## src/rtl/cover_toggle_scheduler.sv

```systemverilog
// Toggle-coverage report scheduler.
// Each toggle point owns a covered bit and a pending bit. A point is reported
// once per reset/clear epoch. The lowest-indexed pending point is loaded into
// a single registered output slot, which follows a valid/ready handshake.

// One toggle point: its covered and pending state bits.
module cover_toggle_cell (
    input  logic clock,
    input  logic reset,
    input  logic clear,
    input  logic hit,      // valid bit already gated by enable
    input  logic grant,    // this point is being loaded into the output slot
    output logic covered,
    output logic pending,
    output logic new_hit
);
    // Once covered, a point never queues again, so re-hits are deduplicated here.
    assign new_hit = hit & ~covered & ~clear;

    // Covered is sticky; pending is set by a first hit and cleared by a grant.
    always_ff @(posedge clock or posedge reset) begin
        if (reset) begin
            covered <= 1'b0;
            pending <= 1'b0;
        end else if (clear) begin
            covered <= 1'b0;
            pending <= 1'b0;
        end else begin
            covered <= covered | new_hit;
            pending <= (pending & ~grant) | new_hit;
        end
    end
endmodule

module cover_toggle_scheduler #(
    parameter int WIDTH       = 28,
    parameter int COVER_INDEX = 0,
    parameter int COVER_TOTAL = 10906
) (
    input  logic             clock,
    input  logic             reset,
    input  logic [WIDTH-1:0] valid,
    input  logic             enable,
    input  logic             clear,
    output logic             out_valid,
    input  logic             out_ready,
    output logic [63:0]      out_index,
    output logic [15:0]      covered_count,
    output logic             all_covered,
    output logic             busy
);
    // This instance's points must fit inside the global cover index space.
    generate
        if (COVER_INDEX + WIDTH > COVER_TOTAL) begin : g_range_err
            $error("cover_toggle_scheduler: COVER_INDEX+WIDTH exceeds COVER_TOTAL");
        end
    endgenerate

    logic [WIDTH-1:0] covered;
    logic [WIDTH-1:0] pending;
    logic [WIDTH-1:0] new_hits;
    logic [WIDTH-1:0] grant;
    logic [WIDTH-1:0] cov_next;
    logic             load;
    logic             any_pending;
    logic [31:0]      pick_idx;
    logic [15:0]      count_next;

    // Per-point state, one cell per toggle point.
    generate
        for (genvar i = 0; i < WIDTH; i++) begin : g_cell
            cover_toggle_cell u_cell (
                .clock   (clock),
                .reset   (reset),
                .clear   (clear),
                .hit     (valid[i] & enable),
                .grant   (grant[i]),
                .covered (covered[i]),
                .pending (pending[i]),
                .new_hit (new_hits[i])
            );
        end
    endgenerate

    // The slot can take a new report when empty or when the current one is accepted.
    assign load = ~out_valid | out_ready;

    // Lowest-indexed pending point wins; grant is one-hot only on a loading edge.
    always_comb begin
        any_pending = 1'b0;
        pick_idx    = '0;
        grant       = '0;
        for (int i = WIDTH - 1; i >= 0; i--) begin
            if (pending[i]) begin
                any_pending = 1'b1;
                pick_idx    = 32'(i);
            end
        end
        if (load && any_pending && !clear)
            grant[pick_idx] = 1'b1;
    end

    // Coverage bitmap as it will be after this edge, for the registered summaries.
    always_comb begin
        cov_next   = covered | new_hits;
        count_next = '0;
        for (int i = 0; i < WIDTH; i++)
            count_next = count_next + 16'(cov_next[i]);
    end

    // Output slot: load the granted point, go idle when nothing is pending,
    // hold while stalled. Clear drops an in-flight report without a handshake.
    always_ff @(posedge clock or posedge reset) begin
        if (reset) begin
            out_valid <= 1'b0;
            out_index <= '0;
        end else if (clear) begin
            out_valid <= 1'b0;
            out_index <= '0;
        end else if (load) begin
            if (any_pending) begin
                out_valid <= 1'b1;
                out_index <= 64'(COVER_INDEX) + 64'(pick_idx);
            end else begin
                out_valid <= 1'b0;
            end
        end
    end

    // Coverage summaries registered on the same edge as the covered bitmap.
    always_ff @(posedge clock or posedge reset) begin
        if (reset) begin
            covered_count <= '0;
            all_covered   <= 1'b0;
        end else if (clear) begin
            covered_count <= '0;
            all_covered   <= 1'b0;
        end else begin
            covered_count <= count_next;
            all_covered   <= &cov_next;
        end
    end

    assign busy = (|pending) | out_valid;
endmodule

```

## config.mk

```make
export PLATFORM = sky130hd
export DESIGN_NAME = cover_toggle_scheduler
export DESIGN_NICKNAME = d
export VERILOG_FILES = /design/src/rtl/cover_toggle_scheduler.sv
export SDC_FILE = /design/constraint.sdc
export NUM_CORES = 1
export LEC_CHECK = 0
export BUFFER_PORTS_ARGS = -buffer_cell sky130_fd_sc_hd__buf_2
export CORE_MARGIN = 4
export CORE_UTILIZATION = 54
export DETAILED_ROUTE_END_ITERATION = 10
export GPL_ROUTABILITY_DRIVEN = 0
export PLACE_DENSITY = 0.81
export SYNTH_ARGS = -nofsm -noshare
export SYNTH_HDL_FRONTEND = slang
export SYNTH_SLANG_ARGS = --single-unit
```

## constraint.sdc

```tcl
create_clock -name clock -period 7.1 [get_ports clock]
set_clock_uncertainty 0.15 [all_clocks]
set_input_delay 0.71 -clock clock [delete_from_list [all_inputs] [get_ports clock]]
set_output_delay 0.71 -clock clock [all_outputs]
set_load 0.005 [all_outputs]
```

==> results.py <==
metrics = {
    "routing": {
        "wl_per_cell_um": 17.2,
        "routed_wl_mm": 11.2,
        "drt_iter0_drc": 305,
        "drc_errors": 0,
        "first_pass_iters": 5,
        "vias": 3741,
        "drtAntennaViolNets": 0,
        "viasPerCell": 5.76,
    },
    "pwr": {
        "vdd.ir_drop.worst_uv": 317,
        "p_per_area_nw_per_um2": 283,
        "p_leak_nw": 2.45,
    },
    "setup_path": {
        "critPathLaunchType": "primary input",
        "crit_path_max_fanout": 27,
        "cp.required_ns": 7.16,
        "worst_setup_path_end_kind": "flop",
        "crit_arrival_ns": 6.03,
        "crit_chain": "buf_2 -> nor2b_2 -> buf_4 -> a21oi_1 -> inv_1 -> fa_1 -> inv_1 -> fa_1 -> inv_1 -> fa_1 -> fa_1 -> fa_1 -> fa_1 -> ha_1 -> fa_1 -> a21o_1 -> a21oi_1 -> xor2_1 -> nor2_1",
        "crit_slowest_cell": "fa_1",
        "cp_common_cell": "fa_1",
        "critical-path-max-stage-delay_ns": 0.53,
        "critPathKind": "primary input to flop",
    },
    "cts": {
        "htree_levels": 3,
        "numCtsBuffers": 9,
        "postCtsSetupBuffers": 0,
        "cts.path.max_buffers": 2,
        "clk_pin_slew_worst_paths_ns": 0.08,
        "cts_resized": 0,
        "clkLatencyLatePin_ns": 0.35,
        "cts-root-buf": "clkbuf_8",
        "hold_buffers": 0,
        "clkSinkCount": 69,
        "cts_tree": "built",
    },
    "timing": {
        "period_needed_ns": 5.96,
        "rsz0062_at_grt": "false",
        "slew_headroom": 0.327,
        "setup_viol": 0,
        "max_freq_mhz": 168,
        "hold_viol": 0,
        "timing.setup.tns_ns": 0,
        "fin_hold_ws_ns": 0.309,
        "period_share": 0.840,
        "worstMarginPinSlew_ns": 1.00,
        "slew_viol_final": 0,
    },
    "final_layout": {
        "drive_above_1_share": 0.153,
        "fillers": 704,
        "nets": 602,
        "syn_to_final_growth_pct": 5.61,
        "antenna_cells": 0,
    },
    "grt": {
        "grt_use_met1": 0.307,
        "grt_util_met2": 0.356,
        "track_usage": 0.233,
        "busiest_layer": "met2",
        "antenna_found_initial": 0,
        "grt_pass1_vias": 3593,
        "use_met3": 0.0660,
        "grt_pass1_wl_mm": 18.2,
        "grt_overflow": 0,
        "grt_max_degree": 70,
    },
    "synthesis": {
        "synth_seq_cells": 69,
        "synth_flop_cell": "dfrtp_1",
        "syn_area_per_cell_sq_um": 9.28,
        "synth_edf_count": 0,
        "netlist_area_sq_um": 4610,
        "synthArstFlopShare": 1.00,
        "syn_inst": 497,
        "yosysSeqAreaShare": 0.374,
        "yosys_warnings": 0,
        "synth_cell_types": 59,
    },
    "die": {
        "die_x_um": 100,
        "core_sq_um": 8260,
        "start_util": 0.559,
        "dieHeight_um": 100,
        "dieArea_sq_um": 10100,
        "row_count": 33,
        "io-pin-count": 116,
    },
    "worst_hold_path": {
        "hold_path.class": "flop to flop",
    },
    "placed_design": {
        "dpl.hpwl_mm": 8.39,
        "port_buffers": 46,
    },
    "status": {
        "outcome": "finished clean",
    },
    "run": {
        "cap_violations": 0,
    },
}
[critical path: cells and delay by family]
kind / cells / cell delay [ns]
xor gates and xnor gates: 1 / 0.16
AOI/OAI and AO/OA: 3 / 0.65
and+or+nand+nor: 2 / 0.22
adders and majority gates: 8 / 3.68
buffers and inverters: 5 / 0.60
[layout make-up]
cell class	count	area, sq um	area share
tap	105	131	0.0270
timing repair buffer	52	275	0.0565
inverter	30	113	0.0231
multi-input combinational	378	2430	0.498
clock buffer	11	151	0.0311
sequential	69	1730	0.354
clock inverter	4	47.5	0.00976
[metal layers]
layer  part of all wire  routed length [um]
met1               0.39                4400
met2               0.46                5160
met3               0.11                1190
met4              0.039                 432
met5                  0                   0
[per-stage QoR]
stage	util	power, mW	instances	instance area (sq um)	worst slack (ns)
floorplan	-	0.959	565	4870	0.918
global placement	0.566	1.04	634	4670	0.920
detailed placement	0.566	1.06	634	4670	0.832
CTS	0.590	1.40	649	4870	1.12
global route	0.590	1.51	649	4870	0.915
finish	0.590	1.38	649	4870	1.14
[power breakdown]
part / switching (mW) / total (mW) / internal (mW) / leakage (nW)
registers: 0.0300 / 0.460 / 0.430 / 0.921
clock network: 0.151 / 0.329 / 0.178 / 0.101
logic: 0.326 / 0.591 / 0.265 / 1.43
[path summary, 6_finish.rpt]
check	from	end	slack, ns	cells after the start
max in group asynchronous	reset	covered_count[5]$_DFF_PP0_	5.76	3
worst min register to register	g_cell[7].u_cell.covered$_DFF_PP0_	g_cell[7].u_cell.pending$_DFF_PP0_	0.31	1
min in group asynchronous	reset	g_cell[7].u_cell.pending$_DFF_PP0_	0.46	3
worst max register to register	g_cell[7].u_cell.covered$_DFF_PP0_	covered_count[4]$_DFF_PP0_	1.66	14
worst min-delay path	g_cell[7].u_cell.covered$_DFF_PP0_	g_cell[7].u_cell.pending$_DFF_PP0_	0.31	1
worst max-delay path	enable	covered_count[4]$_DFF_PP0_	1.14	19
[synth_stat cells (9+ instances only)]
cell,count,area share
clkbuf_1,12,0.0098
a21oi_1,40,0.043
dfrtp_1,69,0.37
nor2_1,53,0.043
nand2_1,36,0.029
nor3_1,10,0.011
inv_1,30,0.024
o21ai_0,10,0.011
ha_1,9,0.024
nor4_1,13,0.018
fa_1,20,0.087
buf_4,70,0.11
[flip-flops by register name (all words and copies together), names as in the netlist]
register,cells
out_index,5
all_covered,1
covered_count,6
g_cell.u_cell.pending,28
g_cell.u_cell.covered,28
out_valid,1
[cells by family (layout without fill, tap and decap cells)]
group,count (synthesis),in the layout,synth area share
compound gates,116,116,0.172
flops,69,69,0.374
mux,1,1,0.00217
fa+ha+maj,29,29,0.111
xor+xnor,3,3,0.00570
buf+inv,118,97,0.155
simple gates,160,160,0.179
other cells,1,69,0.000813
[placed cells by master (no fill, tap or decap), types with 7 or more instances in the layout]
cell type / count
clkbuf_8: 11
nand2b_1: 7
nor2_1: 53
buf_2: 46
dfrtp_1: 69
a31oi_1: 7
nor4_1: 13
inv_1: 29
ha_1: 9
nor3_1: 10
nand2_1: 36
o21ai_0: 10
fa_1: 20
a21oi_1: 40
conb_1: 69
Note: power is estimated with default switching activity, not from simulation.
